File: src/rtl/quadra_out_buf_pkg.sv
// Shared types and defaults for the quadratic evaluator's result buffer.
package quadra_out_buf_pkg;
    localparam int QB_Y_W   = 24;
    localparam int QB_LAT   = 3;
    localparam int QB_DEPTH = 8;

    typedef logic signed [QB_Y_W-1:0]    y_t;
    typedef logic [$clog2(QB_DEPTH):0]   qb_cnt_t;
endpackage

File: src/rtl/quadra_out_buf_fifo.sv
// Circular result buffer: storage, pointers, occupancy count, push/pop/flush.
module qb_fifo #(
    parameter int W     = 24,
    parameter int DEPTH = 8
) (
    input  logic                     clk,
    input  logic                     rst_b,
    input  logic                     push,
    input  logic [W-1:0]             din,
    input  logic                     flush,
    input  logic                     out_ready,
    output logic                     out_valid,
    output logic [W-1:0]             dout,
    output logic [$clog2(DEPTH):0]   count
);
    localparam int AW = $clog2(DEPTH);

    logic [W-1:0]  mem [DEPTH];
    logic [AW-1:0] wr_ptr;
    logic [AW-1:0] rd_ptr;
    logic          pop;

    assign out_valid = (count != '0);
    assign pop       = out_valid && out_ready && !flush;
    assign dout      = mem[rd_ptr];

    always_ff @(posedge clk or negedge rst_b) begin
        if (!rst_b) begin
            wr_ptr <= '0;
            rd_ptr <= '0;
            count  <= '0;
        end else if (flush) begin
            wr_ptr <= '0;
            rd_ptr <= '0;
            count  <= '0;
        end else begin
            if (push) wr_ptr <= wr_ptr + AW'(1);
            if (pop)  rd_ptr <= rd_ptr + AW'(1);
            case ({push, pop})
                2'b10:   count <= count + (AW+1)'(1);
                2'b01:   count <= count - (AW+1)'(1);
                default: count <= count;
            endcase
        end
    end

    // Storage carries no reset; only entries below count are ever observed.
    always_ff @(posedge clk) begin
        if (push) mem[wr_ptr] <= din;
    end

    always_ff @(posedge clk) begin
        if (rst_b && push) assert (count != (AW+1)'(DEPTH));
    end
endmodule

File: src/rtl/quadra_out_buf.sv
// Credit-based result stage: tags accepted arguments, captures y after LAT cycles.
module quadra_out_buf
    import quadra_out_buf_pkg::*;
#(
    parameter int Y_W   = $bits(y_t),
    parameter int LAT   = QB_LAT,
    parameter int DEPTH = QB_DEPTH
) (
    input  logic                     clk,
    input  logic                     rst_b,
    input  logic                     in_valid,
    output logic                     in_ready,
    input  logic                     flush,
    input  logic [Y_W-1:0]           y_in,
    output logic                     out_valid,
    output logic [Y_W-1:0]           out_data,
    input  logic                     out_ready,
    output logic                     busy,
    output logic [$clog2(DEPTH):0]   count
);
    localparam int CW = $clog2(DEPTH) + 1;
    localparam int SW = CW + 1;

    logic [LAT-1:0] vld_sr;
    logic [SW-1:0]  inflight;
    logic           acc;
    logic           push;

    always_comb begin
        inflight = '0;
        for (int k = 0; k < LAT; k++) begin
            inflight = inflight + SW'(vld_sr[k]);
        end
    end

    // Credit covers both buffered and in-flight results, so the FIFO never overruns.
    assign in_ready = ({1'b0, count} + inflight) < SW'(DEPTH);
    assign acc      = in_valid && in_ready && !flush;
    assign push     = vld_sr[LAT-1] && !flush;
    assign busy     = (|vld_sr) || (count != '0);

    always_ff @(posedge clk or negedge rst_b) begin
        if (!rst_b) begin
            vld_sr <= '0;
        end else if (flush) begin
            vld_sr <= '0;
        end else begin
            vld_sr[0] <= acc;
            for (int k = 1; k < LAT; k++) begin
                vld_sr[k] <= vld_sr[k-1];
            end
        end
    end

    qb_fifo #(
        .W     (Y_W),
        .DEPTH (DEPTH)
    ) u_fifo (
        .clk       (clk),
        .rst_b     (rst_b),
        .push      (push),
        .din       (y_in),
        .flush     (flush),
        .out_ready (out_ready),
        .out_valid (out_valid),
        .dout      (out_data),
        .count     (count)
    );
endmodule

File: config.mk
export PLATFORM = sky130hd
export DESIGN_NAME = quadra_out_buf
export DESIGN_NICKNAME = d
export VERILOG_FILES = /design/src/rtl/quadra_out_buf_pkg.sv /design/src/rtl/quadra_out_buf_fifo.sv /design/src/rtl/quadra_out_buf.sv
export SDC_FILE = /design/constraint.sdc
export NUM_CORES = 1
export LEC_CHECK = 0
export CORE_MARGIN = 2
export CORE_UTILIZATION = 50
export CTS_CLUSTER_DIAMETER = 120
export DETAILED_ROUTE_END_ITERATION = 12
export PLACE_DENSITY = 0.7
export SKIP_CTS_REPAIR_TIMING = 1
export SLEW_MARGIN = 20
export SYNTH_ARGS = -nofsm -noshare
export SYNTH_HDL_FRONTEND = slang
export SYNTH_SLANG_ARGS = --single-unit
File: constraint.sdc
create_clock -name clk -period 5 [get_ports clk]
set_clock_uncertainty 0.1 [all_clocks]
set_input_delay 0.75 -clock clk [delete_from_list [all_inputs] [get_ports clk]]
set_output_delay 0.75 -clock clk [all_outputs]
set_load 0.03 [all_outputs]
==> flow_metrics.env, run 1 <==
export IMPL_ir_drop_mv=0.346
export IMPL_antenna_cells=0
export IMPL_drive_gt1_frac=0.296
export IMPL_grt_max_degree=29
export IMPL_nNetsFinal=473
export IMPL_syn_nets=397
export IMPL_tritoncts="yes"
export IMPL_worst_slew_pin_slew_ns=0.776
export IMPL_layout_min_cycle_time_ns=3.88
export IMPL_finalHoldViolCount=0
export IMPL_synth_cell_type_count=39
export IMPL_slowest_delay_ns=0.71
export IMPL_cap_violations=0
export IMPL_worstRegToRegCells=7
export IMPL_numCtsBuffers=21
export IMPL_grt_antenna_before_repair=0
export IMPL_gp_congestion=0.718
export IMPL_synth_area_leader_cell="edfxtp_1"
export IMPL_port_buffers=59
export IMPL_cp_required_ns=4.15
export IMPL_synth_top_area_frac=0.718
export IMPL_wl_microns=14400
export IMPL_critPathSlowestCell="dfrtp_4"
export IMPL_reg2reg_from="u_fifo.count[0]$_DFFE_PN0P_"
export IMPL_whs_path_depth=2
export IMPL_core_sq_um=15800
export IMPL_power_density_nw_per_um2=445
export IMPL_hpwlAfterDp_microns=8470
export IMPL_crit_chain="buf_4 -> mux4_2 -> mux2_2 -> clkdlybuf4s50_1"
export IMPL_grt_ovfl_total=0
export IMPL_route_detailed_drc=0
export IMPL_synth_yosys_seq_area_share=0.759
export IMPL_start_kind="register"
export IMPL_grt_setup_unrepaired="no"
export IMPL_end_kind="output pin"
export IMPL_ys_warn_count=0
export IMPL_grt_usage=0.178
export IMPL_dr_total_vias=3720
export IMPL_die_y_microns=131
export IMPL_slew_limit_headroom=0.481
export IMPL_antenna_left=0
export IMPL_worst_slack_ns=1.12
export IMPL_tns_ns=0
export IMPL_clock_sinks=205
export IMPL_fin_crit_sh=0.776
export IMPL_cp_data_arrival_time_ns=3.03
export IMPL_slew_violations=0
export IMPL_netlist_area_sq_um=8030
export IMPL_die_area_sq_um=17100
export IMPL_final_area_sq_um=9570
export IMPL_status="finished, final reports clean"
export IMPL_first_pass_iters=4
export IMPL_ctsRootBufferMaster="clkbuf_16"
export IMPL_synth_cells=362
export IMPL_via_per_inst=5.59
export IMPL_cts_clk_slew_worst_paths_ns=0.06
export IMPL_first_iter_violations=258
export IMPL_ios=60
export IMPL_wl_per_cell_microns=21.6
export IMPL_grt_pass1_wl_microns=22500
export IMPL_syn2layout_area_growth_pct=19.3
export IMPL_grt_pass1_vias=3914
export IMPL_min_delay_start="vld_sr[1]$_DFF_PN0_"
export IMPL_clockBufferDepth=3
export IMPL_ys_seq_elements=205
export IMPL_clock_fmax_mhz=258
export IMPL_setup_viol=0
export IMPL_criticalPathCategory="register to output pin"
export IMPL_synth_area_top_cells="edfxtp_1 72%, mux4_2 13%, dfrtp_1 4.1%, mux2_2 3.4%, ha_1 0.78%"
export IMPL_htree_num_levels=1
export IMPL_preCtsSetupSlack_ns=1.47
export IMPL_syn_area_per_cell_sq_um=22.2
export IMPL_dieWidth_microns=131
export IMPL_dpl_cell_area_sq_um=8940
export IMPL_p_leak_nw=3.05
export IMPL_startpoint="u_fifo.rd_ptr[0]$_DFFE_PN0P_"
export IMPL_path_max_fanout=23
export IMPL_hold_path_class="register to register"
export IMPL_clock_latency_ns=0.49
export IMPL_start_util=0.509
export IMPL_placementRows=46
==> registers in the layout (all words and copies together), names as in the netlist <==
name and count:
u_fifo.count 4, u_fifo.mem 192, u_fifo.rd_ptr 3, u_fifo.wr_ptr 3, vld_sr 3
==> layout by cell type, fill, tap and decap left out, types with 2 or more instances in the layout <==
master	n
mux2_2	24
nand2b_1	2
clkinvlp_4	2
nor2b_1	2
buf_4	12
mux2_1	2
xor2_1	3
clkinv_2	2
mux4_2	48
nor2_2	6
or3_2	2
inv_6	2
nand2_1	4
mux2i_1	4
edfxtp_1	192
clkbuf_1	5
ha_1	5
a21oi_1	2
clkdlybuf4s50_1	59
inv_1	3
dfrtp_1	11
nor2_1	10
clkbuf_16	21
==> through the flow <==
step / hold slack [ns] / instances / power, W / utilization
after detailed placement: 0.427 / 631 / 0.00288 / 0.567
after global routing: 0.473 / 666 / 0.00443 / 0.607
after global placement: 0.427 / 631 / 0.00286 / 0.567
after floorplan: 0.354 / 362 / 0.00261 / -
after CTS: 0.449 / 666 / 0.00432 / 0.607
final: 0.438 / 666 / 0.00426 / 0.607
==> final timing paths <==
path,to,slack (ns)
worst max-delay path,out_data[7],1.12
worst min-delay path,vld_sr[2]$_DFF_PN0_,0.44
worst max register to register,u_fifo.count[2]$_DFFE_PN0P_,2.17
worst min register to register,vld_sr[2]$_DFF_PN0_,0.44
max in group asynchronous,u_fifo.rd_ptr[0]$_DFFE_PN0P_,3.78
min in group asynchronous,u_fifo.wr_ptr[0]$_DFFE_PN0P_,0.55
==> routing by layer <==
| layer | wire length (microns) | vias to the layer above | global-route usage |
|---|---|---|---|
| met1 | 6360 | 1963 | 0.260 |
| met2 | 7060 | 87 | 0.286 |
| met3 | 753 | 23 | 0.0314 |
| met4 | 215 | 0 | 0.0457 |
| met5 | 0 | - | 0 |
| li1 | - | 1647 | - |
==> cell type report <==
| cell class | count | area, sq um |
|---|---|---|
| flip-flops and latches | 205 | 6100 |
| clock inverters | 9 | 85.1 |
| fillers | 1142 | 6200 |
| clock buffers | 26 | 544 |
| multi-input cells | 135 | 1870 |
| well taps | 216 | 270 |
| repair buffers | 72 | 701 |
| inverters | 3 | 11.3 |
==> synthesized netlist by cell type <==
master	number
nand4_1	1
nand2b_1	2
o41ai_4	1
buf_6	2
or4_2	1
edfxtp_1	192
buf_1	3
buf_2	4
and3b_1	1
inv_1	3
nand2_1	4
o21ba_2	1
xor2_1	3
mux4_2	48
nor4_1	3
nand3b_1	1
ha_1	5
dfrtp_1	13
or3_2	2
o21ai_0	1
nor3b_1	1
o31a_2	1
nor2b_1	2
a2111oi_0	1
mux2_1	2
mux2_2	24
clkbuf_1	9
or2b_1	1
buf_4	1
a21oi_1	2
a31o_2	1
or3b_1	1
xor2_2	1
nor2_1	16
xnor2_1	1
or3b_2	1
nor3_1	1
fa_1	1
mux2i_1	4
==> cells by family (layout without fill, tap and decap cells) <==
logic type,count (synthesis),in the layout,share of synthesized area
compound gates,8,8,0.00998
xor+xnor,5,5,0.00639
fa+ha+maj,6,6,0.0103
buf+inv,22,110,0.0132
flops,205,205,0.759
mux,78,78,0.176
simple gates,38,38,0.0253
==> power breakdown <==
part | leakage [nW] | total (W) | switching, W | internal, W
Clock | 0.302 | 0.00144 | 0.000607 | 0.000829
Sequential | 1.90 | 0.00198 | 0.0000845 | 0.00189
Combinational | 0.847 | 0.000845 | 0.000382 | 0.000463
Total | 3.05 | 0.00426 | 0.00107 | 0.00319
==> worst max-delay path, delay by kind of cell, from the launching register on <==
kind / cells / cell delay, ns
buffers and inverters: 2 / 0.99
multiplexers: 2 / 0.83
flip-flops: 1 / 0.71
(Power assumes the default switching activity.)
==> run 2: changes to the inputs <==
- PLACE_DENSITY: 0.7 -> 0.73
- clock period: 5 -> 3.2 ns (I/O delays scaled with it)
==> flow_metrics.env, run 2 (synthesized netlist as in run 1, its figures left out) <==
export IMPL_slew_limit_headroom=0.600
export IMPL_grt_ovfl_total=0
export IMPL_ir_drop_mv=0.573
export IMPL_die_y_microns=131
export IMPL_layout_common_cells="192 x edfxtp_1, 48 x mux4_2, 38 x clkdlybuf4s50_1, 24 x mux2_2, 23 x buf_4"
export IMPL_die_area_sq_um=17100
export IMPL_first_iter_violations=258
export IMPL_layout_min_cycle_time_ns=3.06
export IMPL_cp_data_arrival_time_ns=2.48
export IMPL_dieWidth_microns=131
export IMPL_largest_register="u_fifo.mem"
export IMPL_finalHoldViolCount=0
export IMPL_via_per_inst=5.57
export IMPL_syn2layout_area_growth_pct=22.4
export IMPL_cap_violations=0
export IMPL_placementRows=46
export IMPL_clock_latency_ns=0.50
export IMPL_path_max_fanout=10
export IMPL_startpoint="u_fifo.count[0]$_DFFE_PN0P_"
export IMPL_cp_required_ns=2.62
export IMPL_grt_pass1_vias=3976
export IMPL_reg2reg_from="u_fifo.count[0]$_DFFE_PN0P_"
export IMPL_worstRegToRegCells=7
export IMPL_cts_clk_slew_worst_paths_ns=0.06
export IMPL_start_util=0.509
export IMPL_hold_ws_ns=0.258
export IMPL_power_w=0.00694
export IMPL_antenna_left=0
export IMPL_ios=60
export IMPL_dr_total_vias=3805
export IMPL_critPathSlowestCell="dfrtp_1"
export IMPL_slowest_delay_ns=0.51
export IMPL_numCtsBuffers=21
export IMPL_endpoint="in_ready"
export IMPL_grt_pass1_wl_microns=22200
export IMPL_top_regs="u_fifo.mem (192), u_fifo.count (4)"
export IMPL_fillers=1108
export IMPL_fin_crit_sh=0.957
export IMPL_ctsRootBufferMaster="clkbuf_16"
export IMPL_start_kind="register"
export IMPL_r2r_slack_ns=0.40
export IMPL_grt_setup_unrepaired="no"
export IMPL_crit_chain="fa_1 -> ha_1 -> a31o_2 -> a21oi_1 -> dlymetal6s2s_1"
export IMPL_grt_antenna_before_repair=0
export IMPL_p_leak_nw=3.35
export IMPL_nNetsFinal=487
export IMPL_wl_per_cell_microns=21.4
export IMPL_clock_sinks=205
export IMPL_grt_usage=0.178
export IMPL_clockBufferDepth=3
export IMPL_hpwlAfterDp_microns=8760
export IMPL_grt_max_degree=26
export IMPL_first_pass_iters=4
export IMPL_power_density_nw_per_um2=706
export IMPL_htree_num_levels=1
export IMPL_criticalPathCategory="register to output pin"
export IMPL_end_kind="output pin"
export IMPL_clock_fmax_mhz=326
export IMPL_drive_gt1_frac=0.317
export IMPL_core_sq_um=15800
export IMPL_route_detailed_drc=0
export IMPL_slew_violations=0
export IMPL_r2r_end="u_fifo.count[2]$_DFFE_PN0P_"
export IMPL_port_buffers=59
export IMPL_gp_congestion=0.752
export IMPL_setup_viol=0
export IMPL_antenna_cells=0
export IMPL_status="finished, final reports clean"
export IMPL_wl_microns=14600
export IMPL_hold_path_class="primary input to asynchronous set/reset pin"
export IMPL_worst_slew_pin_slew_ns=0.597
export IMPL_largest_reg_flops=192
export IMPL_tritoncts="yes"
export IMPL_final_common_cell="edfxtp_1"
-- run 2: final cells by class --
class | instances | area, sq um | share of cell area
tap | 216 | 270 | 0.0275
clock buffer | 25 | 541 | 0.0550
clock inverter | 13 | 153 | 0.0155
timing repair buffer | 86 | 896 | 0.0912
sequential | 205 | 6100 | 0.620
multi-input combinational | 135 | 1860 | 0.189
inverter | 3 | 11.3 | 0.00115
-- run 2: power by group --
| group | total, W | switching (W) | internal (W) | leakage (nW) |
|---|---|---|---|---|
| registers | 0.00302 | 0.0000592 | 0.00296 | 1.90 |
| logic | 0.00150 | 0.000690 | 0.000807 | 1.11 |
| clock network | 0.00242 | 0.000961 | 0.00146 | 0.335 |
| total | 0.00694 | 0.00171 | 0.00522 | 3.35 |
-- run 2: per-layer routing --
metal / part of all wire / wire length (microns) / global-route usage
met5: 0 / 0 / 0
met4: 0.020 / 287 / 0.0544
met3: 0.047 / 692 / 0.0301
met2: 0.54 / 7850 / 0.316
met1: 0.40 / 5790 / 0.226
-- run 2: per-stage QoR --
stage                     setup TNS (ns)  utilization  setup slack [ns]  cells  area (sq um)
after global placement                 0        0.574             0.300    643          9050
after detailed placement               0        0.574             0.257    643          9050
after global routing                   0        0.623            0.0683    683          9820
after CTS                          -1.85        0.618            -0.263    681          9740
final                                  0        0.623             0.136    683          9820
after floorplan                   -31.02            -            -0.646    362          8030
-- run 2: worst min-delay path by stage --
stage | end | slack (ns) | start
after detailed placement | vld_sr[2]$_DFF_PN0_ | 0.44 | vld_sr[1]$_DFF_PN0_
after floorplan | u_fifo.count[0]$_DFFE_PN0P_ | 0.08 | rst_b
after CTS | u_fifo.wr_ptr[1]$_DFFE_PN0P_ | 0.26 | rst_b
after global placement | vld_sr[2]$_DFF_PN0_ | 0.43 | vld_sr[1]$_DFF_PN0_
final | u_fifo.wr_ptr[1]$_DFFE_PN0P_ | 0.26 | rst_b
after global routing | u_fifo.wr_ptr[1]$_DFFE_PN0P_ | 0.30 | rst_b
-- run 2: worst max-delay path, delay by kind of cell (launching register included) --
family | cells | cell delay [ns]
buffers and inverters | 1 | 0.32
adders and majority gates | 2 | 0.75
AOI/OAI and AO/OA | 2 | 0.41
DFF | 1 | 0.51
